`config.mk`:
```
export PLATFORM = sky130hd
export DESIGN_NAME = ack_responder
export DESIGN_NICKNAME = d
export VERILOG_FILES = /design/src/rtl/ack_responder.sv
export SDC_FILE = /design/constraint.sdc
export NUM_CORES = 1
export LEC_CHECK = 0
export BUFFER_PORTS_ARGS = -buffer_cell sky130_fd_sc_hd__clkbuf_2
export CELL_PAD_IN_SITES_DETAIL_PLACEMENT = 0
export CELL_PAD_IN_SITES_GLOBAL_PLACEMENT = 1
export CORE_MARGIN = 2
export CORE_UTILIZATION = 30
export CTS_BUF_LIST = sky130_fd_sc_hd__clkbuf_8
export DETAILED_ROUTE_END_ITERATION = 10
export PLACE_DENSITY_LB_ADDON = 0.1
export SYNTH_ARGS = -nofsm -noshare
export SYNTH_HDL_FRONTEND = slang
export SYNTH_SLANG_ARGS = --single-unit
```
`constraint.sdc`:
```
create_clock -name clk -period 4 [get_ports clk]
set_clock_uncertainty 0.2 [all_clocks]
set_input_delay 0.6 -clock clk [delete_from_list [all_inputs] [get_ports clk]]
set_output_delay 0.6 -clock clk [all_outputs]
set_load 0.05 [all_outputs]
```
`src/rtl/ack_responder.sv`:
```
// ack_responder
//   Acknowledges in-order packets after a fixed delay. A packet that repeats
//   the previous sequence number is a duplicate. Its ack is sent again,
//   because the first ack was probably lost. Any other packet is ignored and
//   counted as dropped. Packets that arrive while an ack is pending are also
//   dropped; they are never queued.
//
//   Optional feature (macro ACK_RESPONDER_DROP_EN): every dropEvery-th SEND
//   cycle keeps ackOut low and counts the suppressed ack in ackDropCnt. This
//   models a lossy ack channel. Without the macro, ackDropCnt is tied to 0.
//
// Parameters
//   ackDelay   cycles between packet acceptance and its ack (1..255)
//   dropEvery  ack-suppression period, used only with the macro (2..255)
//
// Ports
//   clk         rising-edge clock
//   rst         synchronous active-high reset
//   pktIn       one-cycle strobe per arriving packet
//   pktSeq      sequence number of the arriving packet
//   ackOut      one-cycle acknowledgment pulse
//   ackSeq      sequence number being acknowledged (holds between acks)
//   busy        high whenever the FSM is not IDLE
//   rxCnt       new in-order packets accepted
//   dupCnt      duplicates re-acknowledged
//   dropCnt     packets ignored
//   ackDropCnt  acks suppressed (macro builds only)
module ack_responder #(
  parameter int unsigned ackDelay  = 3,
  parameter int unsigned dropEvery = 4
) (
  input  logic        clk,
  input  logic        rst,
  input  logic        pktIn,
  input  logic [7:0]  pktSeq,
  output logic        ackOut,
  output logic [7:0]  ackSeq,
  output logic        busy,
  output logic [31:0] rxCnt,
  output logic [31:0] dupCnt,
  output logic [31:0] dropCnt,
  output logic [31:0] ackDropCnt
);

  if (ackDelay < 1 || ackDelay > 255) begin : g_bad_delay
    $error("ack_responder: ackDelay out of range 1..255");
  end
  if (dropEvery < 2 || dropEvery > 255) begin : g_bad_drop
    $error("ack_responder: dropEvery out of range 2..255");
  end

  localparam logic [7:0] DELAY_LOAD = 8'(ackDelay - 1);

  typedef enum logic [1:0] {
    IDLE = 2'd0,
    PROC = 2'd1,
    SEND = 2'd2
  } state_t;

  state_t      state, stateNext;
  logic [7:0]  expSeq, expSeqNext;
  logic [7:0]  delayCnt, delayCntNext;
  logic [7:0]  ackSeqR, ackSeqNext;
  logic [31:0] rxCntR, rxCntNext;
  logic [31:0] dupCntR, dupCntNext;
  logic [31:0] dropCntR, dropCntNext;
  logic        isNew, isDup;
  logic        suppress;

  // Duplicate detection uses the same mod-256 arithmetic as expSeq.
  // That makes 255 a duplicate when expSeq has wrapped to 0. Before the
  // first accepted packet there is nothing to re-acknowledge.
  assign isNew = (pktSeq == expSeq);
  assign isDup = (rxCntR != '0) && (pktSeq == expSeq - 8'd1);

`ifdef ACK_RESPONDER_DROP_EN
  localparam logic [7:0] DROP_LAST = 8'(dropEvery - 1);

  logic [7:0]  sendCnt;
  logic [31:0] ackDropCntR;

  // sendCnt counts completed SENDs modulo dropEvery. Its last value marks
  // the SEND whose ack is swallowed.
  assign suppress = (sendCnt == DROP_LAST);

  always_ff @(posedge clk) begin
    if (rst) begin
      sendCnt     <= '0;
      ackDropCntR <= '0;
    end else if (state == SEND) begin
      if (suppress) begin
        sendCnt     <= '0;
        ackDropCntR <= ackDropCntR + 32'd1;
      end else begin
        sendCnt <= sendCnt + 8'd1;
      end
    end
  end

  assign ackDropCnt = ackDropCntR;
`else
  assign suppress   = 1'b0;
  assign ackDropCnt = '0;
`endif

  always_ff @(posedge clk) begin
    if (rst) begin
      state    <= IDLE;
      expSeq   <= '0;
      delayCnt <= '0;
      ackSeqR  <= '0;
      rxCntR   <= '0;
      dupCntR  <= '0;
      dropCntR <= '0;
    end else begin
      state    <= stateNext;
      expSeq   <= expSeqNext;
      delayCnt <= delayCntNext;
      ackSeqR  <= ackSeqNext;
      rxCntR   <= rxCntNext;
      dupCntR  <= dupCntNext;
      dropCntR <= dropCntNext;
    end
  end

  always_comb begin
    stateNext    = state;
    expSeqNext   = expSeq;
    delayCntNext = delayCnt;
    ackSeqNext   = ackSeqR;
    rxCntNext    = rxCntR;
    dupCntNext   = dupCntR;
    dropCntNext  = dropCntR;

    unique case (state)
      IDLE: begin
        if (pktIn) begin
          if (isNew) begin
            rxCntNext    = rxCntR + 32'd1;
            expSeqNext   = expSeq + 8'd1;
            ackSeqNext   = pktSeq;
            delayCntNext = DELAY_LOAD;
            stateNext    = PROC;
          end else if (isDup) begin
            dupCntNext   = dupCntR + 32'd1;
            ackSeqNext   = pktSeq;
            delayCntNext = DELAY_LOAD;
            stateNext    = PROC;
          end else begin
            dropCntNext = dropCntR + 32'd1;
          end
        end
      end
      PROC: begin
        if (pktIn) begin
          dropCntNext = dropCntR + 32'd1;
        end
        // The counter holds at 0 for one cycle before SEND. The ack
        // therefore lands ackDelay edges after the accepting edge.
        if (delayCnt == '0) begin
          stateNext = SEND;
        end else begin
          delayCntNext = delayCnt - 8'd1;
        end
      end
      SEND: begin
        if (pktIn) begin
          dropCntNext = dropCntR + 32'd1;
        end
        stateNext = IDLE;
      end
      default: begin
        stateNext = IDLE;
      end
    endcase
  end

  assign ackOut  = (state == SEND) && !suppress;
  assign busy    = (state != IDLE);
  assign ackSeq  = ackSeqR;
  assign rxCnt   = rxCntR;
  assign dupCnt  = dupCntR;
  assign dropCnt = dropCntR;

endmodule

```
### Word level (Yosys, flattened, before mapping)

Cells that the tools add are included.

* equal/unequal tests: 11
* add/subtract/negate cells: 6
* reductions and logical operators: 15
* bitwise operators: 1
* mux-type cells: 17

Operator list (count)
* 32-bit two-way mux: 4
* 32-bit by 1-bit adder with 32-bit output, second input constant: 3
* 32-bit case mux with 2 select lines: 1
* 8-bit two-way mux: 6
* 32-bit nonzero test: 1
* 8-bit == test: 2
* 8-bit case mux with 2 select lines: 1
* 8-bit by 1-bit subtractor with 8-bit output, second input constant: 2
* 2-bit != test, second input constant: 5
* 3-bit AND reduction: 3
* 8-bit by 1-bit adder with 8-bit output, second input constant: 1
* 8-bit logical NOT: 1
* 2-bit two-way mux: 4
* 4-bit AND reduction: 2
* 2-bit nonzero test: 4
* 5-bit AND reduction: 1
* 2-bit case mux with 2 select lines: 1
* 3-bit != test, second input constant: 1
* 2-bit by 1-bit == test with 1-bit output, second input constant: 1
* 2-bit == test, second input constant: 1
* 2-bit logical NOT: 1
* 2-bit by 1-bit != test with 1-bit output, second input constant: 1
* 2-bit OR reduction: 1
* 1-bit logical AND: 1
* 1-bit NOT: 1

* input bits: 11
* bits in registers: 122

### Logic depth before layout (Yosys ltp)

Gate-level depths: netlist of run 1.

* word-level depth: 7
* depth in mapped cells: 10
* gate-level depth less buffers: 8

### Worst setup path before layout of run 1

Ideal clock, no wire load.

* kind: register -> register
* start point: reg dupCntR[8], in the netlist dupCnt[8]
* end point: reg dupCntR[28], in the netlist dupCnt[28]
* slack: 0.981 ns
* arrival: 2.698 ns
* buffers on the path: 0
* library setup time: 0.121 ns
* stages on the path, launching flop included: 7
* cell sequence: dfxtp_1 > nand4_1 > or4b_1 > nor3_1 > nand3_1 > nor4_1 > mux2_2

* word-level cells in the longest chain between the ends: 1

Ends and longest elaborated chain
* start: declaration: RTL line 65 `logic [31:0] dupCntR, dupCntNext;`
* start signal: assignment: RTL line 121 `dupCntR <= dupCntNext;`
* 32-bit by 1-bit adder with 32-bit output: RTL line 145 `dupCntNext = dupCntR + 32'd1;`

No other way between the ends.
A chain may end at the register's enable or synchronous reset.

### Worst setup path in the final report of run 1

* start point: reg expSeq[0]
* end point: reg dupCntR[21], in the netlist dupCnt[21]

* word-level cells in the longest chain between the ends: 4
* elaborated cells on any way between the ends: 6
* classes of those cells: add/sub: 1; eq/ne: 2; bitwise: 1; reduce/logical: 2

Ends and longest elaborated chain
* start: declaration: RTL line 61 `logic [7:0] expSeq, expSeqNext;`
* start signal: assignment: RTL line 117 `expSeq <= expSeqNext;`
* 8-bit by 1-bit subtractor with 8-bit output: RTL line 74 `assign isDup = (rxCntR != '0) && (pktSeq == expSeq - 8'd1);`
* 8-bit == test: RTL line 74
* 1-bit logical AND: RTL line 74
* 4-bit AND reduction (no source line) *

Every way passes the cells marked *; elsewhere a longest branch is shown, timed or not.

==> results of run 1 <==
[where the power goes]
group / switching, uW / internal (uW) / total, uW
combinational: 184 / 53.2 / 238
sequential: 7.79 / 1220 / 1230
clock: 540 / 643 / 1180
[layer usage]
metal | GRT usage [%] | vias to the layer above
li1 | - | 3163
met1 | 21.9 | 2957
met2 | 25.4 | 120
met3 | 3.54 | 6
met4 | 3.89 | 0
met5 | 0 | -
[worst min path at each step]
stage / start / endpoint / slack [ps] / cells past startpoint
after floorplan: delayCnt[5]$_SDFFE_PP0P_ / delayCnt[5]$_SDFFE_PP0P_ / 250 / 2
after CTS: pktSeq[0] / ackSeq[0]$_SDFFE_PP0P_ / 210 / 3
final: pktSeq[0] / ackSeq[0]$_SDFFE_PP0P_ / 230 / 3
after detailed placement: ackSeq[1]$_SDFFE_PP0P_ / ackSeq[1]$_SDFFE_PP0P_ / 270 / 2
after global placement: ackSeq[3]$_SDFFE_PP0P_ / ackSeq[3]$_SDFFE_PP0P_ / 260 / 2
after global routing: pktSeq[0] / ackSeq[0]$_SDFFE_PP0P_ / 220 / 3
[Yosys cell counts, drive strengths merged, types with 11 or more instances]
cell	number	area share [%]
nor4	25	2.6
nor2	93	5.0
mux2	44	7.1
nand2	41	2.2
o31ai	12	1.6
xor2	19	2.4
or3	15	1.3
dfxtp	122	35
o21ai	24	1.7
inv	29	1.6
o311ai	12	1.5
buf	46	4.6
xnor2	19	2.4
clkbuf	37	2.0
ha	11	2.0
and3	14	1.3
nor3	14	1.1
o41ai	13	1.6
nand4	31	2.9
nor2b	37	3.3
or2	13	1.2
or4	12	1.3
nand3	46	3.3
a21oi	51	3.7
[worst max-delay path, cell delays in order, from the launching register on]
cell and delay, ps:
dfxtp_1 440, inv_1 100, ha_1 270, o21ba_2 220
a221o_1 360, a32oi_1 410, nand4b_4 130, buf_4 300
nor4_1 380, mux2_2 370
[registers in the layout (all words and copies together), names as in the netlist]
signal	cells
state	2
expSeq	8
dupCnt	32
rxCnt	32
ackSeq	8
dropCnt	32
delayCnt	8
[layout by cell type (no fill, tap or decap), drive strengths merged, types with 3 or more instances in the layout]
master    instances
nor2b            37
o41ai            13
inv              32
a211oi           10
xor2             19
and4              8
a21boi            4
a21oi            51
and2              6
xnor2            19
clkinv            3
and3             14
conb             32
mux2i             3
mux2             44
clkinvlp          4
clkbuf          134
or2              13
o21ai            24
nor2             93
buf              14
nand4            31
nand2            41
o31ai            12
nor4             25
or4              12
nor3             14
o311ai           12
or3              15
ha               11
nand3            46
dfxtp           122
bufinv            3
[cell type report]
cell class | instances | area (sq um)
sequential | 122 | 2440
inverter | 29 | 109
timing repair buffer | 129 | 681
fill | 2406 | 14600
clock buffer | 19 | 262
clock inverter | 13 | 151
multi-input combinational | 639 | 4090
tap | 285 | 357
[cell families after synthesis]
group | count (synthesis) | share of synthesized area [%]
AND/OR/NAND/NOR | 366 | 28.5
buffers and inverters | 112 | 8.14
XOR/XNOR | 38 | 4.77
flip-flops | 122 | 35.0
other | 1 | 0.0538
multiplexers | 47 | 7.53
AO/OA/AOI/OAI | 145 | 14.0
adder cells (fa/ha/maj) | 11 | 1.97
[through the flow]
stage          util [%]  cells
6_report           35.6   1236
2_1_floorplan         -    873
3_3_place_gp       33.8   1204
3_5_place_dp       33.8   1204
5_1_grt            35.6   1236
4_1_cts            35.6   1236
==> impl_metrics.yaml, run 1 <==
timing:
  grt_setup_unrepaired: "no"
  final_period_minus_worst_setup_slack_ps: 3310
  worst_pin_slew_ps: 797
  setup_ws_ps: 694
  relSlewSlack_pct: 46.6
  hold_violations: 0
  whs_ps: 232
  fmax_mhz: 302
  setup_tns_ps: 0
  setup_viol: 0
  finalCritPeriodShare_pct: 82.7
  slew_violations: 0
routing:
  via_count: 6246
  route.met2.wl_microns: 8890
  drt_iter0_markers: 244
  via_per_inst: 5.05
  highest_layer: "met4"
  drtAntennaViolNets: 0
  wl_met3_microns: 750
  m1WireLength_microns: 9560
  dr.pass1.iters: 5
  wl_microns: 19300
  drc_errors: 0
  wl_per_cell_microns: 15.6
finish:
  area_delta_synth_final_pct: 15.9
  diodes: 0
  final_net_count: 960
  fin_area_sq_um: 8090
  drive_gt1_share_pct: 24.0
synth:
  synth_edf_count: 0
  synth-warning-count: 0
  syn-instance-count: 842
  avgSynthCellArea_sq_um: 8.29
  yosysUniqueCellTypes: 65
  netlist_area_sq_um: 6980
  ys_async_sr_fraction_pct: 0
  ys_ff_latch: 122
  ys_seq_area_share_pct: 35.0
  synthFlopType: "dfxtp_1"
clock_tree:
  cts.sinks: 122
  cts_hold_buf: 0
  clkLatencyLatePin_ps: 440
  cts_buffer_depth: 2
  cts_tree: "done"
  path_clk_slew_ps: 80
  h-tree-depth: 4
  postCtsSetupRepairBufs: 0
  cts_buffers: 17
  cts_resized: 0
  clock_tree.root_cell: "clkbuf_8"
floorplan:
  die_w_microns: 156
  io_pins: 149
  rows: 55
  die-area_sq_um: 24500
  core_area_sq_um: 22700
  die_h_microns: 156
  start_util_pct: 30.7
setup_path:
  critPathKind: "reg2reg"
  start_kind: "flop"
  arrival_ps: 3440
  path_max_fanout: 50
  r2r-end: "dupCnt[21]$_SDFFE_PP0P_"
  rr_startpoint: "expSeq[0]$_SDFFE_PP0P_"
  crit_path_end: "dupCnt[21]$_SDFFE_PP0P_"
  required_ps: 4140
  crit_path_start: "expSeq[0]$_SDFFE_PP0P_"
  reg2reg_slack_ps: 690
  rr_worst_depth: 9
  critPathCaptureType: "flop"
power_and_ir_drop:
  ir_drop_uv: 196
  power_uw: 2650
  pwr_density_cell_nw_per_um2: 328
  p_leak_uw: 0.00318
global_routing:
  grt_overflow: 0
  first_global_vias: 5847
  grtUsageTotal_pct: 16.0
  grt_max_degree: 63
  grt_pass1_wl_microns: 31200
  antenna_found_initial: 0
placed_design:
  hpwl_microns: 13200
  dpl_cell_area_sq_um: 7680
  gp_congestion: 0.741
  port-buffer-count: 116
  preCtsSetupSlack_ps: 764
run:
  cap_violations: 0
run_status:
  outcome: "completed"
hold_path:
  hold_class: "in2reg"
Note: power is estimated with default switching activity, not from simulation.
==> run 2: changes to the inputs <==
==> constraint.sdc (replaced) <==
create_clock -name clk -period 2.75 [get_ports clk]
set_clock_uncertainty 0.2 [all_clocks]
set_input_delay 0.4125 -clock clk [delete_from_list [all_inputs] [get_ports clk]]
set_output_delay 0.4125 -clock clk [all_outputs]
set_load 0.05 [all_outputs]
==> impl_metrics.yaml, run 2 (same netlist as run 1, synthesis figures left out) <==
setup_path:
  critPathCaptureType: "flop"
  required_ps: 2870
  path_max_fanout: 13
  arrival_ps: 2950
  start_kind: "flop"
  critPathKind: "reg2reg"
finish:
  drive_gt1_share_pct: 35.6
  diodes: 0
  final_net_count: 1048
  fin_area_sq_um: 9160
  instances_no_fill: 1323
  fin_util_pct: 40.4
  final_cell_mix: "clkbuf_2, dfxtp_1, nor2_1, buf_4, a21oi_1"
  final_common_cell: "clkbuf_2"
  area_delta_synth_final_pct: 31.3
routing:
  drc_errors: 0
  drtAntennaViolNets: 0
  dr.pass1.iters: 4
  via_count: 6658
  wl_per_cell_microns: 15.6
  wl_microns: 20700
  via_per_inst: 5.03
  drt_iter0_markers: 295
clock_tree:
  cts_buffer_depth: 2
  cts.sinks: 122
  clock_tree.root_cell: "clkbuf_8"
  clkLatencyLatePin_ps: 440
  cts_tree: "done"
  cts_hold_buf: 0
  path_clk_slew_ps: 80
  h-tree-depth: 4
  cts_buffers: 17
placed_design:
  dpl_cell_area_sq_um: 8410
  gp_congestion: 0.845
  hpwl_microns: 14200
  preCtsSetupSlack_ps: -77.2
  port-buffer-count: 116
  place_inst: 1279
run_status:
  violations: "negative setup slack"
  outcome: "finished with violations"
timing:
  grt_setup_unrepaired: "yes"
  setup_tns_ps: -1500
  relSlewSlack_pct: 42.0
  setup_viol: 41
  final_period_minus_worst_setup_slack_ps: 2840
  fmax_mhz: 353
  hold_violations: 0
  finalCritPeriodShare_pct: 103
  worst_pin_slew_ps: 869
  slew_violations: 0
  setup_ws_ps: -85.9
floorplan:
  core_area_sq_um: 22700
  die_w_microns: 156
  die-area_sq_um: 24500
  rows: 55
  io_pins: 149
  die_h_microns: 156
  start_util_pct: 30.7
power_and_ir_drop:
  ir_drop_uv: 275
  p_leak_uw: 0.00378
  pwr_density_cell_nw_per_um2: 417
global_routing:
  grt_overflow: 0
  grt_max_degree: 101
  grtUsageTotal_pct: 16.6
  grt_pass1_wl_microns: 32600
  first_global_vias: 6137
  antenna_found_initial: 0
hold_path:
  hold_class: "in2reg"
run:
  cap_violations: 0
-- run 2: area by class of cell --
| cell class | instances | area [sq um] |
|---|---|---|
| clock inverter | 10 | 103 |
| sequential | 122 | 2480 |
| tap | 285 | 357 |
| inverter | 29 | 111 |
| multi-input combinational | 639 | 4350 |
| fill | 2395 | 13500 |
| timing repair buffer | 217 | 1470 |
| clock buffer | 21 | 289 |
-- run 2: path summary, 6_finish.rpt --
kind,end,depth (start not counted),slack (ps),startpoint
worst max-delay path,dupCnt[28]$_SDFFE_PP0P_,9,-90,expSeq[1]$_SDFFE_PP0P_
worst max register to register,dupCnt[28]$_SDFFE_PP0P_,9,-90,expSeq[1]$_SDFFE_PP0P_
worst min-delay path,ackSeq[6]$_SDFFE_PP0P_,3,30,pktSeq[6]
worst min register to register,ackSeq[3]$_SDFFE_PP0P_,2,280,ackSeq[3]$_SDFFE_PP0P_
-- run 2: layer usage --
| metal | vias to the layer above | wire length (microns) | track usage (%) |
|---|---|---|---|
| li1 | 3348 | - | - |
| met1 | 3170 | 9870 | 22.5 |
| met5 | - | 0 | 0 |
| met4 | 0 | 239 | 4.46 |
| met3 | 17 | 837 | 3.24 |
| met2 | 123 | 9730 | 26.9 |
-- run 2: worst max-delay path: stages (launching register included) --
cell	delay, ps
dfxtp_4	350
inv_4	60
ha_4	130
or3b_4	370
or4_4	420
and2_4	150
nand4b_4	220
buf_12	200
nor4_2	260
mux2_2	360
-- run 2: metrics by stage --
step,hold WS (ps),power [uW]
after floorplan,253,2140
after global placement,270,2200
after detailed placement,270,2200
after CTS,0.408,3870
after global routing,27.9,3990
final,32.1,3830
-- run 2: report_power, final --
part,total (uW),internal (uW),leakage (uW),switching [uW]
logic,407,119,0.00257,288
clock network,1630,885,0.000211,749
registers,1790,1770,0.000995,11.8
-- run 2: repair_timing --
| action | 4_1_cts | 5_1_grt |
|---|---|---|
| resized for setup | 8 | 45 |
| buffers inserted | 0 | 9 |
| cloned | 0 | 4 |
| endpoints found under the setup margin | 40 | 73 |
| pin swaps | 0 | 10 |
==> run 3: changes to the inputs <==
--- a/config.mk
+++ b/config.mk
@@ -8,11 +8,13 @@
 export BUFFER_PORTS_ARGS = -buffer_cell sky130_fd_sc_hd__clkbuf_2
 export CELL_PAD_IN_SITES_DETAIL_PLACEMENT = 0
 export CELL_PAD_IN_SITES_GLOBAL_PLACEMENT = 1
+export CORE_ASPECT_RATIO = 0.9
 export CORE_MARGIN = 2
 export CORE_UTILIZATION = 30
 export CTS_BUF_LIST = sky130_fd_sc_hd__clkbuf_8
 export DETAILED_ROUTE_END_ITERATION = 10
 export PLACE_DENSITY_LB_ADDON = 0.1
+export REMOVE_ABC_BUFFERS = 1
 export SYNTH_ARGS = -nofsm -noshare
 export SYNTH_HDL_FRONTEND = slang
 export SYNTH_SLANG_ARGS = --single-unit
==> impl_metrics.yaml, run 3 (same netlist as run 1, synthesis figures left out) <==
global_routing:
  first_global_vias: 6444
  grt_max_degree: 73
  grtUsageTotal_pct: 17.3
  grt_pass1_wl_microns: 33700
  antenna_found_initial: 0
  grt_overflow: 0
timing:
  slew_violations: 0
  worst_pin_slew_ps: 1050
  setup_ws_ps: -158
  finalCritPeriodShare_pct: 106
  final_period_minus_worst_setup_slack_ps: 2910
  hold_violations: 0
  relSlewSlack_pct: 29.9
  fmax_mhz: 344
  setup_viol: 55
  grt_setup_unrepaired: "yes"
power_and_ir_drop:
  ir_drop_uv: 265
  seqPwrFrac_pct: 43.7
  swShare_pct: 27.3
  p_comb_share_pct: 10.9
  switchingPower_uw: 1120
  p_int_uw: 2970
  p_leak_uw: 0.00398
  power_uw: 4090
  pwr_density_cell_nw_per_um2: 423
  p_clk_share_pct: 45.3
finish:
  diodes: 0
  area_delta_synth_final_pct: 38.7
  fin_util_pct: 42.7
  instances_no_fill: 1367
  final_common_cell: "dfxtp_1"
  final_net_count: 1079
  fin_area_sq_um: 9680
  drive_gt1_share_pct: 40.5
  final_cell_mix: "dfxtp_1, buf_4, clkbuf_2, nor2_1, nand3_1"
setup_path:
  critPathKind: "reg2reg"
  arrival_ps: 3000
  critPathCaptureType: "flop"
  start_kind: "flop"
  slowest_stage: "or4_4"
  cp_slowest_stage_delay_ps: 440
  path_max_fanout: 30
  cp_cell_sequence: "inv_2 > ha_4 > or3b_4 > or4_4 > and2_4 > nand4b_4 > buf_12 > buf_4 > o311ai_2 > o41ai_1"
  reg2reg_slack_ps: -160
  rr_worst_depth: 10
  required_ps: 2840
  r2r-end: "dupCnt[16]$_SDFFE_PP0P_"
  rr_startpoint: "expSeq[0]$_SDFFE_PP0P_"
placed_design:
  gp_congestion: 0.757
  port-buffer-count: 116
  preCtsSetupSlack_ps: -173
  hpwl_microns: 14700
  dpl_cell_area_sq_um: 8460
  place_inst: 1312
clock_tree:
  clock_tree.root_cell: "clkbuf_8"
  clkLatencyLatePin_ps: 450
  h-tree-depth: 4
  cts_buffer_depth: 2
  path_clk_slew_ps: 80
  cts_tree: "done"
  cts.sinks: 122
  cts_buffers: 17
run_status:
  outcome: "finished with violations"
  violations: "negative setup slack"
floorplan:
  die_h_microns: 149
  die-area_sq_um: 24500
  io_pins: 149
  die_w_microns: 165
  rows: 52
  core_area_sq_um: 22600
  start_util_pct: 30.8
routing:
  via_count: 6790
  drc_errors: 0
  drt_iter0_markers: 327
  dr.pass1.iters: 4
  via_per_inst: 4.97
  wl_per_cell_microns: 15.5
  drtAntennaViolNets: 0
  wl_microns: 21200
hold_path:
  whs_path_depth: 3
  hold_class: "in2reg"
  hold-path-endpoint: "ackSeq[0]$_SDFFE_PP0P_"
  min_from: "pktSeq[0]"
run:
  cap_violations: 0
==> run 3: changes by cell type in the layout (fill, tap and decap cells not counted), moves of 5 or more <==
cell,previous run,this run
buf_4,90,116
a21oi_1,48,30
a21oi_2,3,20
dfxtp_1,101,117
dfxtp_2,16,4
o21ai_0,23,14
buf_6,4,11
o21ai_1,1,8
o311ai_2,5,12
o311ai_1,6,0
a211oi_1,9,4
a211oi_2,1,6
==> run 3: cell type report <==
class                           count  area, sq um
Multi-Input combinational cell    639         4620
Tap cell                          297          372
Sequential cell                   122         2450
Inverter                           29          109
Clock buffer                       20          275
Timing Repair Buffer              248         1680
Fill cell                        2273        13000
Clock inverter                     12          171
==> run 3: stage by stage <==
stage	setup TNS, ps	hold slack (ps)
after floorplan	-26490	253
after global placement	-4510	271
after global routing	-8540	29.6
final	-3920	48.0
after CTS	-1490	5.66
after detailed placement	-6250	273
==> run 3: power by group through the flow <==
stage / combinational [uW] / clock [uW] / sequential (uW)
6_report: 447 / 1860 / 1790
5_1_grt: 482 / 2000 / 1790
4_1_cts: 403 / 1910 / 1790
3_5_place_dp: 383 / 0 / 1830
2_1_floorplan: 235 / 0 / 1840
3_3_place_gp: 382 / 0 / 1830
==> run 3: layer usage <==
layer | up-vias | share of wire, % | GRT usage (%)
li1 | 3405 | - | -
met1 | 3260 | 49 | 23.8
met2 | 108 | 47 | 27.3
met3 | 17 | 3.7 | 3.54
met4 | 0 | 1.2 | 5.43
met5 | - | 0 | 0
==> run 3: worst max path at each step <==
stage,start,endpoint,depth (start not counted)
after floorplan,expSeq[0]$_SDFFE_PP0P_,dropCnt[2]$_SDFFE_PP0P_,8
after global placement,pktSeq[7],rxCnt[18]$_SDFFE_PP0P_,8
after detailed placement,pktSeq[7],rxCnt[16]$_SDFFE_PP0P_,8
after CTS,expSeq[0]$_SDFFE_PP0P_,dupCnt[21]$_SDFFE_PP0P_,11
after global routing,expSeq[0]$_SDFFE_PP0P_,dupCnt[18]$_SDFFE_PP0P_,10
final,expSeq[0]$_SDFFE_PP0P_,dupCnt[16]$_SDFFE_PP0P_,10
==> run 3: critical path, delay by kind of cell, from the launching register on <==
| kind | cells | cell delay [ps] |
|---|---|---|
| buf+inv | 3 | 470 |
| compound gates | 2 | 420 |
| flops | 1 | 330 |
| simple gates | 4 | 1180 |
| fa+ha+maj | 1 | 140 |
==> run 3: timing repair <==
| item | 4_1_cts | 5_1_grt |
|---|---|---|
| pin swaps | 3 | 25 |
| buffers inserted | 15 | 8 |
| gates resized for setup | 61 | 87 |
| setup endpoints to repair | 70 | 88 |
| hold buffers | 0 | 0 |
| cloned | 1 | 0 |
| endpoints found under the hold margin | 0 | 0 |
